[config.mk]
export PLATFORM = sky130hd
export DESIGN_NAME = fp_addsub_sched
export DESIGN_NICKNAME = d
export VERILOG_FILES = /design/src/rtl/fp_addsub_sched.sv
export SDC_FILE = /design/constraint.sdc
export NUM_CORES = 1
export LEC_CHECK = 0
export ABC_AREA = 1
export ABC_CLOCK_PERIOD_IN_PS = 5400
export BUFFER_PORTS_ARGS = -buffer_cell sky130_fd_sc_hd__buf_4
export CAP_MARGIN = 20
export CORE_ASPECT_RATIO = 0.8
export CORE_MARGIN = 2
export CORE_UTILIZATION = 40
export DETAILED_ROUTE_END_ITERATION = 8
export GPL_ROUTABILITY_DRIVEN = 1
export PLACE_DENSITY = 0.72
export SYNTH_ARGS = -nofsm -noshare
export SYNTH_HDL_FRONTEND = slang
export SYNTH_SLANG_ARGS = --single-unit
export TNS_END_PERCENT = 50
[constraint.sdc]
create_clock -name clk -period 5.4 [get_ports clk]
set_clock_uncertainty 0.05 [all_clocks]
set_input_delay 0.81 -clock clk [delete_from_list [all_inputs] [get_ports clk]]
set_output_delay 0.81 -clock clk [all_outputs]
set_load 0.05 [all_outputs]
[src/rtl/fp_addsub_sched.sv]
// fp_addsub_sched: schedules tagged FP add/sub requests onto one adder and queues results.
// Ports: clk/rst (sync, active-high); req_* valid/ready request in (sub flips B sign);
// op1/op2/add_start/add_serv to adder, add_result/add_done/add_busy from adder;
// rsp_* valid/ready response out of a DEPTH-entry FIFO; busy = FSM not idle.
// Option: define FP_SCHED_SPECIAL_BYPASS_EN to resolve Inf/NaN/zero-exponent operands
// without the adder (rsp_err flags Inf/NaN); otherwise rsp_err is always 0.
module fp_addsub_sched #(
  parameter int DEPTH = 4,
  parameter int TAG_W = 4
) (
  input  logic             clk,
  input  logic             rst,
  input  logic             req_valid,
  output logic             req_ready,
  input  logic             req_sub,
  input  logic [31:0]      req_a,
  input  logic [31:0]      req_b,
  input  logic [TAG_W-1:0] req_tag,
  output logic [31:0]      op1,
  output logic [31:0]      op2,
  output logic             add_start,
  output logic             add_serv,
  input  logic [31:0]      add_result,
  input  logic             add_done,
  input  logic             add_busy,
  output logic             rsp_valid,
  input  logic             rsp_ready,
  output logic [31:0]      rsp_result,
  output logic [TAG_W-1:0] rsp_tag,
  output logic             rsp_err,
  output logic             busy
);
  localparam int AW = $clog2(DEPTH);
  localparam int EW = 33 + TAG_W;
  typedef enum logic [2:0] {IDLE, START, WAIT, SERV, BYP} state_t;
  state_t state, state_nx;
  logic [TAG_W-1:0] tag;
  logic [EW-1:0] mem [DEPTH];
  logic [EW-1:0] din, head;
  logic [AW-1:0] wp, rp;
  logic [AW:0] cnt;
  logic [31:0] b_eff, byp_res, byp_q;
  logic byp_err, byp_hit, err_q, acc, push, pop;
  assign b_eff = {req_b[31] ^ req_sub, req_b[30:0]};
`ifdef FP_SCHED_SPECIAL_BYPASS_EN
  always_comb begin
    byp_err = &req_a[30:23] || &b_eff[30:23];
    byp_hit = byp_err || ~|req_a[30:23] || ~|b_eff[30:23];
    byp_res = byp_err ? 32'h7FC0_0000 : ~|req_a[30:23] ? b_eff : req_a;
  end
`else
  assign byp_err = 1'b0;
  assign byp_hit = 1'b0;
  assign byp_res = '0;
`endif
  assign req_ready = !rst && state == IDLE && cnt < (AW+1)'(DEPTH);
  assign acc = req_valid && req_ready;
  // Start is held off while the adder still reports busy/done; the FSM waits in START.
  assign add_start = state == START && !add_done && !add_busy;
  assign add_serv = state == SERV;
  assign busy = state != IDLE;
  assign push = (state == WAIT && add_done) || state == BYP;
  assign din = state == BYP ? {err_q, tag, byp_q} : {1'b0, tag, add_result};
  assign rsp_valid = cnt != '0;
  assign pop = rsp_valid && rsp_ready;
  assign head = rsp_valid ? mem[rp] : '0;
  assign {rsp_err, rsp_tag, rsp_result} = head;
  always_comb begin
    state_nx = state;
    case (state)
      IDLE:    if (acc) state_nx = byp_hit ? BYP : START;
      START:   if (add_start) state_nx = WAIT;
      WAIT:    if (add_done) state_nx = SERV;
      default: state_nx = IDLE;
    endcase
  end
  always_ff @(posedge clk) begin
    if (rst) begin
      state <= IDLE;
      op1 <= '0;
      op2 <= '0;
      tag <= '0;
      byp_q <= '0;
      err_q <= 1'b0;
      wp <= '0;
      rp <= '0;
      cnt <= '0;
    end else begin
      state <= state_nx;
      if (acc) begin
        op1 <= req_a;
        op2 <= b_eff;
        tag <= req_tag;
        byp_q <= byp_res;
        err_q <= byp_err;
      end
      if (push) wp <= wp + AW'(1);
      if (pop) rp <= rp + AW'(1);
      cnt <= cnt + (AW+1)'(push) - (AW+1)'(pop);
    end
  end
  always_ff @(posedge clk)
    if (push) mem[wp] <= din;
endmodule

* Word-level counts from Yosys, hierarchy flattened
Memory sizes are Yosys's and may differ from the RTL's. A register that Yosys moved wholly into a read port is not among the register bits.
Index checks and enable logic that the tools add are counted.
** Word-level totals
- Register bits :: 78
- Memories kept :: 1
- RAM bits :: 144
- Logic and storage cells :: 46
- Input bits :: 107
- Output and inout bits :: 106
** Cells by class
- Reductions and logical operators :: 15
- Order comparisons :: 1
- Eq/ne operators :: 7
- Multiplexer cells :: 10
- Bitwise logic cells :: 1
- Add/subtract/negate cells :: 4
** Memory list
- mem :: depth 4, bits a word 36, rd ports 1, clocked after Yosys merged registers in 1, wr ports 1, RTL line 38 : logic [EW-1:0] mem [DEPTH];
** Operators with widths (number)
- 37-bit two-way mux :: 1
- 32-bit two-way mux :: 1
- 3-bit two-way mux :: 3
- 3-bit case mux with 3 select lines :: 1
- 1-bit logical AND :: 7
- 3-bit by 2-bit equality test with 1-bit output, second input constant :: 2
- 2-bit != test, second input constant :: 3
- 3-bit nonzero test :: 2
- 2-bit by 1-bit adder with 2-bit output, second input constant :: 2
- 2-bit two-way mux :: 2
- 3-bit by 1-bit adder with 3-bit output :: 1
- 3-bit by 1-bit equality test with 1-bit output, second input constant :: 1
- 3-bit equality test, second input constant :: 1
- 1-bit zero test :: 3
- 3-bit zero test :: 1
- 3-bit less-than comparator, second input constant :: 1
- 3-bit AND reduction :: 1
- 3-bit by 1-bit subtractor with 3-bit output :: 1
- 1-bit two-way mux :: 2
- 1-bit logical OR :: 1
- 1-bit XOR :: 1

* Depth between registers and ports, before layout
Gate-level depths: netlist (run 1).
- Word-level depth :: 6
- Gate-level depth with buffers :: 12
- Gate-level depth less buffers :: 12

* Least setup slack after synthesis (run 1)
No wires, ideal clock.
- Path kind :: register to output
- From :: reg cnt[2]
- To :: out rsp_result[10]
- Cell stages (with the launch flop) :: 6
- Data required time :: 4.540 ns
- Setup slack :: 2.413 ns
- Buffers on the path :: 1
- Data arrival time :: 2.127 ns
- Cells stage by stage :: dfxtp_1 -> nor2_1 -> nand2_1 -> clkinv_1 -> buf_2 -> a21oi_1
** Between the ends
- Longest elaborated chain between the ends :: 2
** Ends and longest elaborated chain
- from (decl) :: RTL line 41 : logic [AW:0] cnt;
- from (signal assigned) :: RTL line 99 : cnt <= cnt + (AW+1)'(push) - (AW+1)'(pop);
- 3-bit nonzero test :: RTL line 64 : assign rsp_valid = cnt != '0;
- net rsp_valid :: RTL line 26 : output logic rsp_valid,
- 37-bit two-way mux :: RTL line 66 : assign head = rsp_valid ? mem[rp] : '0;
- to (decl) :: RTL line 28 : output logic [31:0] rsp_result,
The timed path passes the listed nets, and every way through them passes these cells.

==> implementation parameters, run 1 <==
Parameter                              Value

GRT
  Maximum number of pins on one net before global-route repair ... 76
  Initial antenna violation count ... 0
  Number of global-route vias before repair ... 6207
  Aggregate global-route resource usage ... 18.2%
  First-pass GRT wire length ... ~33 mm
  GR Overflow Total ... 0

Clock tree
  # clock sinks ... around 220
  Count of buffers added by post-CTS timing repair for setup ... 0
  Largest buffer count on any clock path ... 3
  Skew-Pair Late Insertion Delay ... between 500 and 600 ps
  Number of buffers inserted for hold repair after clock tree synthesis ... 0
  Number of cells upsized or downsized after cts ... 0
  Clock H-tree levels ... 1
  Cts bufs inserted ... 23
  Root cell of the clock tree ... clkbuf_16
  Clock tree from TritonCTS ... yes
  Clock transition at the registers of the reported paths ... ~60 ps

Logic synthesis
  Proportion of netlist area held by the largest area contributor ... between 50% and 60%
  Synth Area in Compound Gates ... 14.9%
  Synthesized area per cell ... approximately 11 um2
  Synth async-reset ratio ... 0%
  Number of enable flip-flop cells after synthesis ... between 100 and 150
  Most common cell in the synthesized netlist ... nor2_1
  Main combinational cell family by area after synthesis ... compound AO/OA/AOI/OAI gates
  Netlist cell types ... 23
  Library cell occupying the most area in the post-synthesis netlist ... edfxtp_1
  Seq/Total Area, Yosys ... 68.4%
  Post-synth top flop ... edfxtp_1
  Cell count after synthesis ... a little over 800
  Area contributors post-synth ... edfxtp_1 50%, dfxtp_1 18%, nor2_1 9.7%, o21ai_0 7.5%, a21oi_1 6.5%
  Xor and xnor area share after synthesis ... 0.304%
  Mux contribution to synthesized area ... 0%
  Register bit total from synthesis ... between 200 and 250
  Yosys warns ... 0
  Post-Syn Nets ... a little over 900
  Arithmetic-cell share of the synthesized area counting full adders, half adders and majority gates ... 1.68%
  Simple logic cell fraction of the synthesized area ... a little over a tenth
  Post-synth top cells ... 223 x nor2_1, 144 x edfxtp_1, 130 x o21ai_0
  Mapped cell area ... 8630 um2

Timing
  Measured slew at the worst slew-check pin ... approximately 810 ps
  Final worst path period need ... roughly 3300 ps
  Worst Setup Slack, final ... approximately 2100 ps
  Final setup vio count ... 0
  Fin. Hold Viols ... 0
  Max transition margin ... between 40% and 50%
  Fmax ... roughly 300 MHz
  Number of max-slew violations in the final report ... 0
  Setup tns final ... 0 ps
  RSZ-0062 raised after global routing ... no
  Final clock period utilization by the worst path ... between 60% and 70%

Place
  Final HPWL DP ... around 12 mm
  Count of buffers from port buffering ... roughly 210
  Inst Count DP ... about 1300
  Setup Slack @ Placement ... 2570 ps
  Placer Congestion ... between 0.7 and 0.8

Route
  Average wire per cell in the routed design ... around 16 um
  Via count normalized by instance count ... ~5
  Detailed-routing iteration count for the pre-antenna-repair pass ... 5
  Final routed DRC violation total ... 0
  Post-route antenna net violation count ... 0
  Total number of vias ... 6458
  Detailed Route WL ... around 21 mm
  Violation count after the first detailed-routing iteration ... approximately 400

Worst setup path
  Endpoint arrival time on the critical path ... 2430 ps
  Crit. End Element ... output port
  Setup crit start kind ... flop
  Critical Path Fanout Max ... 37
  Required time of the critical path ... roughly 4500 ps
  Type of the setup path with the least slack ... flop to output port

Layout
  Final Util ... approximately 52%
  Diode insertion count for antenna repair ... 0
  Layout cell share with drive strength beyond 1 ... 25.7%
  Area added between synthesis and finish ... 28.6%
  Non-filler cells in the finished layout ... about 1300
  Final layout net count ... approximately 1100

Die
  Width of the die ... about 170 um
  Effective utilization at floorplan ... between 40% and 50%
  Site Rows ... between 40 and 50
  Vertical extent of the die ... 135 um
  Floorplan die area ... about 23000 um2
  Number of primary I/O pins ... approximately 210
  Floorplan Core Area ... around 21000 um2

Worst hold path
  Hold/Removal Path Class ... flop to flop

Power and ir drop
  Power density normalized to cell area ... 531 nW/um2
  Tot Pwr ... roughly 5.9 mW
  Static leakage ... approximately 4.3 nW
  Peak ir drop on the vdd network ... roughly 0.31 mV

Run status
  Run status ... complete, no violations

Flow run
  Number of violations of the max-capacitance limit ... 0
per-layer routing:
metal  up-vias  wire (um)  part of all wire, %  track usage [%]
li1       3183          -                    -                -
met1      3022       8860                   42             23.6
met2       227       9810                   47             29.9
met3        26       1850                  8.9             5.73
met4         0        381                  1.8             4.31
met5         -          0                    0                0
final timing paths:
kind,startpoint,cells past startpoint,end,slack [ps]
setup reg to reg,state[0]$_SDFFE_PP0P_,11,cnt[2]$_SDFF_PP0_,2990
hold reg to reg,op2[13]$_SDFFE_PP0P_,2,op2[13]$_SDFFE_PP0P_,430
hold / removal,op2[13]$_SDFFE_PP0P_,2,op2[13]$_SDFFE_PP0P_,430
setup / recovery,flop,6,rsp_result[30],2110
placed cells by master, fill, tap and decap left out, drive strengths merged:
cell / n
xor2: 2
buf: 222
o21ai: 145
ha: 10
nor2: 223
inv: 23
clkbuf: 27
xnor2: 1
edfxtp: 144
dfxtp: 79
clkinvlp: 1
nor3: 1
conb: 1
nand2: 13
fa: 1
clkinv: 13
nand3: 2
a21oi: 112
report_power, final:
group,internal (mW),switching [mW],total (mW)
sequential,1.99,0.0884,2.08
combinational,0.664,1.73,2.39
clock,0.779,0.636,1.41
kinds of logic (layout without fill, tap and decap cells):
| group | Yosys count | in the layout |
|---|---|---|
| buffers and inverters | 79 | 286 |
| and+or+nand+nor | 239 | 239 |
| AOI/OAI and AO/OA | 257 | 257 |
| xor gates and xnor gates | 3 | 3 |
| DFF | 223 | 223 |
| adders and majority gates | 11 | 11 |
| other | 1 | 1 |
area by class of cell:
class / count / area (um2)
well taps: 275 / 344
inverters: 23 / 86.3
fillers: 1910 / 10300
multi-input cells: 511 / 2410
clock buffers: 27 / 591
repair buffers: 222 / 1690
flip-flops and latches: 223 / 5910
clock inverters: 14 / 66.3
state kept, by name, summed over array words and instances (netlist names), named ones only:
name / flops
tag: 4
mem: 144
op1: 32
rp: 2
cnt: 3
op2: 32
wp: 2
state: 2
critical path, cell delays in order, from the launching register on:
cell and delay, ps:
dfxtp_1 310, buf_4 400, inv_2 430, nor2_1 210, o21ai_1 90, a21oi_1 230
buf_4 250
per-stage QoR:
step	hold WS [ps]	instance area [um2]
finish	434	11100
global route	434	11100
CTS	431	11100
detailed placement	420	10400
global placement	411	10400
floorplan	411	8630
(Power assumes the default switching activity.)
==> run 2: changes to the inputs <==
--- a/config.mk
+++ b/config.mk
@@ -6,7 +6,7 @@
 export NUM_CORES = 1
 export LEC_CHECK = 0
 export ABC_AREA = 1
-export ABC_CLOCK_PERIOD_IN_PS = 5400
+export ABC_CLOCK_PERIOD_IN_PS = 3100
 export BUFFER_PORTS_ARGS = -buffer_cell sky130_fd_sc_hd__buf_4
 export CAP_MARGIN = 20
 export CORE_ASPECT_RATIO = 0.8
==> constraint.sdc (replaced) <==
create_clock -name clk -period 3.1 [get_ports clk]
set_clock_uncertainty 0.05 [all_clocks]
set_input_delay 0.465 -clock clk [delete_from_list [all_inputs] [get_ports clk]]
set_output_delay 0.465 -clock clk [all_outputs]
set_load 0.05 [all_outputs]
==> implementation parameters, run 2 (same netlist as run 1, synthesis figures left out) <==
Parameter                              Value

Layout
  Diode insertion count for antenna repair ... 0
  Final layout net count ... approximately 1100
  Register ranked first by flip-flop count ... mem
  Leading cell types in the layout, fill and taps excluded ... 227 x buf_4, 219 x nor2_1, 144 x edfxtp_1, 130 x o21ai_0, 112 x a21oi_1
  Commonest non-fill, non-tap cell in the layout ... buf_4
  Layout cell share with drive strength beyond 1 ... 26.3%
  Area added between synthesis and finish ... 29.8%
  Number of flip-flops in the largest register ... ~140
  Largest registers ... mem: 144 flops, op1: 32 flops, op2: 32 flops

Timing
  Max transition margin ... between 40% and 50%
  Fmax ... around 350 MHz
  Fin. Hold Viols ... 0
  Worst Hold Margin ... between 100 and 150 ps
  Final setup vio count ... 0
  RSZ-0062 raised after global routing ... no
  Worst Setup Slack, final ... ~240 ps
  Final worst path period need ... roughly 2900 ps
  Number of max-slew violations in the final report ... 0
  Measured slew at the worst slew-check pin ... roughly 760 ps
  Setup tns final ... 0 ps
  Final clock period utilization by the worst path ... between 90% and 100%

Place
  Final HPWL DP ... around 13 mm
  Count of buffers from port buffering ... about 210
  Placer Congestion ... between 0.7 and 0.8
  Setup Slack @ Placement ... around 810 ps

Die
  Floorplan Core Area ... ~21000 um2
  Vertical extent of the die ... between 100 and 150 um
  Effective utilization at floorplan ... 40.4%
  Width of the die ... roughly 170 um
  Floorplan die area ... 22800 um2
  Site Rows ... between 40 and 50
  Number of primary I/O pins ... 213

Clock tree
  Clock transition at the registers of the reported paths ... roughly 60 ps
  Count of buffers added by post-CTS timing repair for setup ... 0
  Cts bufs inserted ... 24
  Number of buffers inserted for hold repair after clock tree synthesis ... 0
  Clock H-tree levels ... 1
  Number of cells upsized or downsized after cts ... 0
  Largest buffer count on any clock path ... 3
  Clock tree from TritonCTS ... yes
  Root cell of the clock tree ... clkbuf_16
  Skew-Pair Late Insertion Delay ... between 500 and 600 ps
  # clock sinks ... about 220

Route
  Total number of vias ... ~6500
  Post-route antenna net violation count ... 0
  Total met2 wirelength after detailed routing ... 9.52 mm
  Highest signal layer in the routed design ... met4
  Post-Route M1 WL ... just under 9 mm
  Detailed-routing iteration count for the pre-antenna-repair pass ... 5
  Final routed DRC violation total ... 0
  Detailed Route WL ... 20.6 mm
  Average wire per cell in the routed design ... between 15 and 20 um
  Met3 routed wirelength ... approximately 2.0 mm
  Violation count after the first detailed-routing iteration ... roughly 500
  Via count normalized by instance count ... 5.02

Worst setup path
  Number of buffer and inverter stages on the critical path ... 2
  Highest-delay cell along the critical path ... buf_4
  Depth of the worst register-to-register path ... 12
  Register-to-register setup slack ... roughly 850 ps
  Setup crit start kind ... flop
  Endpoint arrival time on the critical path ... 2350 ps
  Required time of the critical path ... about 2600 ps
  Crit. End Element ... output port
  RR Startpoint ... state[0]$_SDFFE_PP0P_
  Stage delay of the slowest cell on the critical path ... between 500 and 600 ps
  Critical Path Fanout Max ... 72
  Crit path max-delay family ... buffers and inverters
  Worst R2R End ... cnt[2]$_SDFF_PP0_
  Critical Path, Cell by Cell ... buf_4, nor2_1, nor2_1, o21ai_0, a21oi_1, buf_4
  Type of the setup path with the least slack ... flop to output port

GRT
  Aggregate global-route resource usage ... between 15 and 20%
  First-pass GRT wire length ... 32.1 mm
  Maximum number of pins on one net before global-route repair ... 73
  Initial antenna violation count ... 0
  GR Overflow Total ... 0
  Number of global-route vias before repair ... a little over 6000

Worst hold path
  Worst hold endpoint ... mem[3][4]$_DFFE_PP_
  Hold/Removal Path Class ... input port to flop
  Startpoint of the lowest-slack hold path ... add_result[4]
  Instance count along the most critical hold path ... 1

Power and ir drop
  Power density normalized to cell area ... roughly 940 nW/um2
  Switching part of the total power ... slightly above 40%
  Relative contribution of combinational cells to total power ... between 30% and 40%
  Internal Pwr Total ... 6.21 mW
  Tot Pwr ... ~11 mW
  Switching component of the power ... approximately 4.3 mW
  Share of total power in the clock network ... between 20% and 30%
  Peak ir drop on the vdd network ... between 0.4 and 0.5 mV
  Part of the power in registers ... roughly a third
  Static leakage ... between 4 and 5 nW

Flow run
  Number of violations of the max-capacitance limit ... 0

Run status
  Run status ... complete, no violations
-- run 2: power by group through the flow --
stage	clock network, mW	logic, mW	registers, mW
CTS	2.76	4.21	3.63
finish	2.70	4.18	3.63
detailed placement	0	4.20	3.69
global placement	0	4.16	3.68
floorplan	0	2.38	4.22
global route	2.89	4.46	3.66
-- run 2: cell type report --
| class | count | area, um2 |
|---|---|---|
| Tap cell | 275 | 344 |
| Timing Repair Buffer | 227 | 1700 |
| Clock buffer | 31 | 658 |
| Sequential cell | 223 | 5910 |
| Inverter | 23 | 86.3 |
| Clock inverter | 12 | 92.6 |
| Fill cell | 1910 | 10200 |
| Multi-Input combinational cell | 511 | 2410 |
-- run 2: through the flow --
| step | util [%] | area, um2 | std cells |
|---|---|---|---|
| after detailed placement | 48.9 | 10500 | 1259 |
| after global placement | 48.9 | 10500 | 1259 |
| after CTS | 52.4 | 11200 | 1302 |
| after floorplan | - | 8630 | 813 |
| after global routing | 52.4 | 11200 | 1302 |
| final | 52.4 | 11200 | 1302 |
-- run 2: metal layers --
metal / vias up / GRT usage (%)
met5: - / 0
met4: 0 / 4.17
met1: 3042 / 23.3
met2: 271 / 28.6
met3: 29 / 5.90
li1: 3195 / -
-- run 2: worst max path at each step --
stage / slack (ps) / startpoint / cells after the start / to
detailed placement: 810 / flop / 6 / rsp_tag[3]
global route: 50 / flop / 6 / rsp_result[9]
global placement: 810 / flop / 6 / rsp_result[31]
floorplan: 340 / state[0]$_SDFFE_PP0P_ / 4 / mem[0][0]$_DFFE_PP_
finish: 240 / flop / 6 / rsp_result[9]
CTS: 220 / flop / 6 / rsp_result[9]
-- run 2: worst register-to-register path: cells and delay by family, from the launching register on --
family	cells	cell delay [ps]
AOI/OAI and AO/OA	2	240
DFF	1	370
adders and majority gates	4	970
and+or+nand+nor	1	80
buffers and inverters	5	470
